==> src/rtl/amstrad_tape_pulse_player_pkg.sv <==
// amstrad_tape_pulse_player_pkg: shared state encodings and width helper for the tape player
package amstrad_tape_pulse_player_pkg;
  typedef enum logic [1:0] {IDLE, FETCH, RUN, HOLD} state_t;
  function automatic int pre_w(input int t_div);
    return t_div > 1 ? $clog2(t_div) : 1;
  endfunction
endpackage

==> src/rtl/amstrad_tape_pulse_player_if.sv <==
// amstrad_tape_pulse_player_if: valid/ready stream of pulse lengths in microseconds
interface amstrad_tape_pulse_player_if #(parameter int LEN_W = 16);
  logic valid;
  logic ready;
  logic [LEN_W-1:0] data;
  modport master(output valid, data, input ready);
  modport slave(input valid, data, output ready);
endinterface

==> src/rtl/amstrad_tape_pulse_player_tape_fifo.sv <==
// tape_fifo: synchronous pulse-length FIFO with flush, level and full/empty flags
module tape_fifo #(
  parameter int DEPTH = 4,
  parameter int LEN_W = 16
) (
  input  logic                     clk,
  input  logic                     reset_n,
  input  logic                     flush,
  input  logic                     push,
  input  logic                     pop,
  input  logic [LEN_W-1:0]         wdata,
  output logic [LEN_W-1:0]         rdata,
  output logic                     full,
  output logic                     empty,
  output logic [$clog2(DEPTH):0]   level
);
  localparam int AW = $clog2(DEPTH);
  localparam int LW = AW + 1;
  logic [LEN_W-1:0] mem [DEPTH];
  logic [AW-1:0] wp, rp;
  assign rdata = mem[rp];
  assign full = level == LW'(DEPTH);
  assign empty = level == '0;
  always_ff @(posedge clk)
    if (push) mem[wp] <= wdata;
  always_ff @(posedge clk or negedge reset_n)
    if (!reset_n) begin
      wp <= '0;
      rp <= '0;
      level <= '0;
    end else if (flush) begin
      wp <= '0;
      rp <= '0;
      level <= '0;
    end else begin
      if (push) wp <= wp + 1'b1;
      if (pop) rp <= rp + 1'b1;
      level <= level + LW'(push) - LW'(pop);
    end
endmodule

==> src/rtl/amstrad_tape_pulse_player.sv <==
// amstrad_tape_pulse_player: CSW-style pulse player toggling tape_in as each microsecond length expires
module amstrad_tape_pulse_player
  import amstrad_tape_pulse_player_pkg::*;
#(
  parameter int DEPTH = 4,
  parameter int LEN_W = 16,
  parameter int T_DIV = 4
) (
  input  logic                   clk,
  input  logic                   reset_n,
  input  logic                   ce,
  input  logic                   play,
  input  logic                   motor,
  amstrad_tape_pulse_player_if.slave s,
  output logic                   tape_in,
  output logic                   active,
  output logic                   underrun,
  output logic [$clog2(DEPTH):0] fifo_level
);
  localparam int PW = pre_w(T_DIV);
  state_t state, state_n;
  logic [PW-1:0] pre, pre_n;
  logic [LEN_W-1:0] cnt, cnt_n, head;
  logic lvl_n, und_n, ready_q, pop, full, empty, wrap, next_ok;
  assign s.ready = ready_q & ~full;
  assign active = (state == RUN) & motor;
  assign wrap = pre == PW'(T_DIV - 1);
  assign next_ok = ~empty & (head != '0);
  tape_fifo #(.DEPTH(DEPTH), .LEN_W(LEN_W)) u_fifo (
    .clk(clk), .reset_n(reset_n), .flush(state == IDLE), .push(s.valid & s.ready), .pop(pop),
    .wdata(s.data), .rdata(head), .full(full), .empty(empty), .level(fifo_level)
  );
  always_comb begin
    state_n = state;
    pre_n = pre;
    cnt_n = cnt;
    lvl_n = tape_in;
    und_n = underrun;
    pop = 1'b0;
    case (state)
      IDLE: state_n = FETCH;
      FETCH: if (!empty) begin
        pop = 1'b1;
        lvl_n = next_ok ? tape_in : 1'b0;
        cnt_n = next_ok ? head : cnt;
        pre_n = next_ok ? '0 : pre;
        state_n = next_ok ? RUN : FETCH;
      end
      RUN: if (!motor) state_n = HOLD;
      else if (ce) begin
        pre_n = wrap ? '0 : pre + 1'b1;
        cnt_n = wrap ? cnt - 1'b1 : cnt;
        // pulse end: chain straight into the next entry so back-to-back pulses have no gap
        if (wrap && cnt == LEN_W'(1)) begin
          pop = ~empty;
          lvl_n = (empty | next_ok) ? ~tape_in : 1'b0;
          cnt_n = next_ok ? head : '0;
          und_n = underrun | empty;
          state_n = next_ok ? RUN : FETCH;
        end
      end
      HOLD: state_n = motor ? RUN : HOLD;
      default: state_n = IDLE;
    endcase
    if (!play) begin
      state_n = IDLE;
      pre_n = '0;
      cnt_n = '0;
      lvl_n = 1'b0;
      und_n = 1'b0;
      pop = 1'b0;
    end
  end
  always_ff @(posedge clk or negedge reset_n)
    if (!reset_n) begin
      state <= IDLE;
      pre <= '0;
      cnt <= '0;
      tape_in <= 1'b0;
      underrun <= 1'b0;
      ready_q <= 1'b0;
    end else begin
      state <= state_n;
      pre <= pre_n;
      cnt <= cnt_n;
      tape_in <= lvl_n;
      underrun <= und_n;
      ready_q <= play;
    end
endmodule

==> src/flat_wrapper.sv <==
// flat-port wrapper written by rule: the top's interface ports become plain ports
module amstrad_tape_pulse_player_flat import amstrad_tape_pulse_player_pkg::*;
#(
  parameter int DEPTH = 4,
  parameter int LEN_W = 16,
  parameter int T_DIV = 4
)
  (clk, reset_n, ce, play, motor, tape_in, active, underrun, fifo_level, s_valid, s_data, s_ready);
  amstrad_tape_pulse_player_if #(.LEN_W(LEN_W)) s_i ();
  input  logic clk;
  input  logic reset_n;
  input  logic ce;
  input  logic play;
  input  logic motor;
  output logic tape_in;
  output logic active;
  output logic underrun;
  output logic [$clog2(DEPTH):0] fifo_level;
  input wire logic [$bits(s_i.valid)-1:0] s_valid;
  input wire logic [$bits(s_i.data)-1:0] s_data;
  output wire logic [$bits(s_i.ready)-1:0] s_ready;
  assign s_i.valid = s_valid;
  assign s_i.data = s_data;
  assign s_ready = s_i.ready;
  amstrad_tape_pulse_player #(.DEPTH(DEPTH), .LEN_W(LEN_W), .T_DIV(T_DIV)) u_core (.clk(clk), .reset_n(reset_n), .ce(ce), .play(play), .motor(motor), .s(s_i), .tape_in(tape_in), .active(active), .underrun(underrun), .fifo_level(fifo_level));
endmodule
==> config.mk <==
export PLATFORM = sky130hd
export DESIGN_NAME = amstrad_tape_pulse_player_flat
export DESIGN_NICKNAME = d
export VERILOG_FILES = /design/src/rtl/amstrad_tape_pulse_player_pkg.sv /design/src/rtl/amstrad_tape_pulse_player_if.sv /design/src/rtl/amstrad_tape_pulse_player_tape_fifo.sv /design/src/rtl/amstrad_tape_pulse_player.sv /design/src/flat_wrapper.sv
export SDC_FILE = /design/constraint.sdc
export NUM_CORES = 1
export LEC_CHECK = 0
export CORE_ASPECT_RATIO = 0.8
export CORE_UTILIZATION = 34
export CTS_CLUSTER_DIAMETER = 60
export DETAILED_ROUTE_END_ITERATION = 12
export DONT_BUFFER_PORTS = 1
export GPL_TIMING_DRIVEN = 0
export HOLD_SLACK_MARGIN = 0.03
export PLACE_DENSITY = 0.51
export SYNTH_ARGS = -nofsm -noshare
export SYNTH_HDL_FRONTEND = slang
export SYNTH_SLANG_ARGS = --single-unit
==> constraint.sdc <==
create_clock -name clk -period 6.1 [get_ports clk]
set_clock_uncertainty 0.05 [all_clocks]
set_input_delay 0.915 -clock clk [delete_from_list [all_inputs] [get_ports clk]]
set_output_delay 0.915 -clock clk [all_outputs]
set_load 0.005 [all_outputs]
==> run_results.csv <==
group,metric,value,unit
run_status,status,"finished, final reports clean",
setup_path,crit_slowest_cell,"or4_1",
clocking,cts_buffers,9,
floorplanning,rows,37,
cells_and_area,syn_to_final_growth,12.1,%
clocking,clk_latency,350,ps
yosys,synthFlopType,"edfxtp_1",
clocking,clockBufferDepth,2,
placed_design,gp_congestion,0.807,
floorplanning,initial_utilization,34.9,%
power,pwr-share-seq,48.0,%
yosys,synth-edff-count,64,
power,switching_share,25.5,%
cells_and_area,diodes,0,
clocking,cts_sinks,94,
clocking,cts-resized-gates,0,
cells_and_area,layout-drive-gt1-share,9.17,%
power,intPower,1.16,mW
cells_and_area,final_cells,513,
cells_and_area,multi_input_area,1650,um^2
sta,max_freq,0.288,GHz
placed_design,post-dp-hpwl,6450,um
sta,setup_tns,0,ps
sta,rsz0062_at_grt,"no",
power,powerDensity,310,nW/um^2
setup_path,required,6270,ps
floorplanning,die_x,130,um
yosys,postSynthCellCount,322,
global_route,use_met2,22.6,%
setup_path,crit_arrival,3640,ps
floorplanning,pin_count,29,
setup_path,path_cells,"or4_1, or4_1, nor3_1, o21a_1, ha_1, inv_1, ha_1, inv_1, fa_1, xor2_1, xnor2_1, nor2_1",
setup_path,cp_top_family,"simple AND/OR/NAND/NOR gates",
drt,vias,2678,
sta,max_slew.worst_pin.slew,1220,ps
yosys,synth.avg_cell_area,13.9,um^2
placed_design,dp_cells,497,
global_route,grt_util_met3,5.12,%
cells_and_area,seq_area,2670,um^2
drt,totalWireLength,9450,um
global_route,busiest_layer,"met2",
setup_path,crit_path_max_incr_delay,570,ps
yosys,synth_fp_nets,358,
drt,antenna_left,0,
sta,setup_viol,0,
yosys,synth_cell_types,49,
drt,drc,0,
global_route,grt_pass1_vias,2719,
placed_design,io_buffers,0,
power,leakagePower,1.87,nW
yosys,synthArstFlopShare,31.9,%
clocking,hold_buffers,0,
drt,dr.pass1.iters,4,
clocking,cts_setup_buffers,0,
drt,drt-wirelength-per-cell,18.4,um
drt,vias_per_cell,5.22,
setup_path,cp_max_fo,5,
sta,min_period,3470,ps
cells_and_area,fin_nets,369,
global_route,grt.overflow.total,0,
yosys,ys_ff_latch,94,
clocking,cts_max_level,3,
sta,maxSlewViolCount,0,
setup_path,worstSetupPathType,"reg2reg",
global_route,grt_max_degree,31,
power,p_switching,397,uW
floorplanning,die_area,13700,um^2
clocking,cts_tree,"done",
setup_path,path_buf_inv,2,
sta,hold_violations,0,
clocking,cts-root-buf,"clkbuf_16",
yosys,netlist_area,4490,um^2
hold_path,hold_class,"in2async",
setup_path,critPathCaptureType,"register",
yosys,synth_seq_area_share,59.5,%
floorplanning,core,12900,um^2
drt,drt_iter0_drc,197,
flow_run,max-cap-violations,0,
sta,max_slew_margin,18.3,%
sta,fin_crit_sh,56.9,%
setup_path,worst_setup_path_start_kind,"register",
global_route,grt_util_all_layers,15.4,%
power,power_frac_clock,39.1,%
clocking,clk_pin_slew_worst_paths,70,ps
global_route,antenna_found_initial,0,
cells_and_area,fillers,1229,
power,ir_drop,0.285,mV
power,pwr-share-comb,13.0,%
global_route,met1_usage,21.9,%
floorplanning,die_y,105,um
yosys,yosys_warnings,0,
global_route,grt_pass1_wl,15300,um
-- state kept, by name, summed over array words and instances (netlist names) --
signal	cells
u_core.tape_in	1
u_core.ready_q	1
u_core.cnt	16
u_core.underrun	1
u_core.u_fifo.mem	64
u_core.pre	2
u_core.u_fifo.wp	2
u_core.state	2
u_core.u_fifo.level	3
u_core.u_fifo.rp	2
-- kinds of logic (layout without fill, tap and decap cells) --
group,after synthesis,after routing,share of synthesized area [%]
fa+ha+maj,14,14,4.07
compound gates,70,70,11.5
mux,19,19,9.70
buf+inv,32,48,3.65
simple gates,82,82,9.39
flops,94,94,59.5
xor+xnor,11,11,2.15
-- final timing paths --
path / start / to / slack [ps] / depth (start not counted)
min: reset_n / u_core.state[0] / 210 / 0
max: u_core.cnt[10] / u_core.u_fifo.level[2] / 2630 / 12
max in group asynchronous: reset_n / u_core.u_fifo.rp[1] / 5720 / 0
min reg2reg: u_core.underrun / u_core.underrun / 500 / 2
max reg2reg: u_core.cnt[10] / u_core.u_fifo.level[2] / 2630 / 12
min in group clk: u_core.underrun / u_core.underrun / 500 / 2
-- placed cells by master, fill, tap and decap left out, drive strengths merged, types with 2 or more instances in the layout --
cell type	n
a31o	2
nand3	5
xnor2	5
or4	3
ha	13
clkinv	2
nor3	9
o2bb2ai	4
mux4	16
a22o	2
bufinv	2
o31ai	3
clkbuf	19
dfrtp	30
a41oi	2
and3	7
nor2	20
nand2	14
a21o	2
buf	8
edfxtp	64
a21oi	14
xor2	6
nor4	7
o21ai	18
a22oi	7
a32o	7
nor2b	2
or3	3
and2	7
inv	17
mux2i	3
a31oi	2
a21boi	2
-- synthesized netlist by cell type (2+ instances only) --
cell | number | area share (%)
inv_1 | 15 | 1.3
mux4_1 | 12 | 7.0
clkbuf_1 | 9 | 0.75
and2_1 | 7 | 0.98
nor4_1 | 7 | 0.98
or3_1 | 3 | 0.42
a21boi_0 | 2 | 0.33
a22oi_1 | 7 | 1.2
a21oi_1 | 14 | 1.6
edfxtp_1 | 64 | 43
or4_1 | 3 | 0.50
a41oi_1 | 2 | 0.39
ha_1 | 13 | 3.6
o21ai_0 | 17 | 1.9
a31o_1 | 2 | 0.39
buf_2 | 4 | 0.45
a32o_1 | 7 | 1.6
o2bb2ai_1 | 3 | 0.59
a22o_1 | 2 | 0.39
xor2_1 | 6 | 1.2
nor2_1 | 20 | 1.7
nor3_1 | 9 | 1.0
nand2_1 | 14 | 1.2
buf_6 | 3 | 0.75
dfrtp_1 | 30 | 17
nand3_1 | 5 | 0.56
mux2i_1 | 3 | 0.67
o31ai_1 | 2 | 0.33
and3_1 | 7 | 0.98
a31oi_1 | 2 | 0.28
a21o_1 | 2 | 0.33
nor2b_1 | 2 | 0.28
xnor2_1 | 5 | 0.98
mux4_2 | 4 | 2.0
-- per-layer routing --
metal | up-vias | routed length (um)
met5 | - | 0
li1 | 1266 | -
met2 | 60 | 4170
met1 | 1341 | 4520
met3 | 11 | 656
met4 | 0 | 104
-- per-stage QoR --
step / utilization, % / hold slack [ps] / power [mW] / setup WS (ps) / instance area (um^2)
after floorplan: - / 436 / 0.906 / 2930 / 4490
after global placement: 36.6 / 486 / 0.958 / 2670 / 4710
after detailed placement: 36.6 / 486 / 0.961 / 2620 / 4710
after CTS: 39.1 / 193 / 1.58 / 2610 / 5030
after global routing: 39.1 / 187 / 1.63 / 2410 / 5030
final: 39.1 / 205 / 1.56 / 2630 / 5030
-- power by group through the flow --
stage / clock, mW / combinational (mW) / sequential [mW]
finish: 0.608 / 0.202 / 0.747
global route: 0.652 / 0.228 / 0.751
floorplan: 0 / 0.155 / 0.751
global placement: 0 / 0.200 / 0.759
CTS: 0.627 / 0.202 / 0.747
detailed placement: 0 / 0.201 / 0.760
-- cell type report --
class	count	share of cell area, %
flip-flops and latches	94	53.1
multi-input cells	196	32.8
clock buffers	10	4.55
well taps	175	4.35
plain buffers	17	2.14
clock inverters	6	1.87
inverters	15	1.12
No activity file was read; power rests on OpenSTA's default activity.
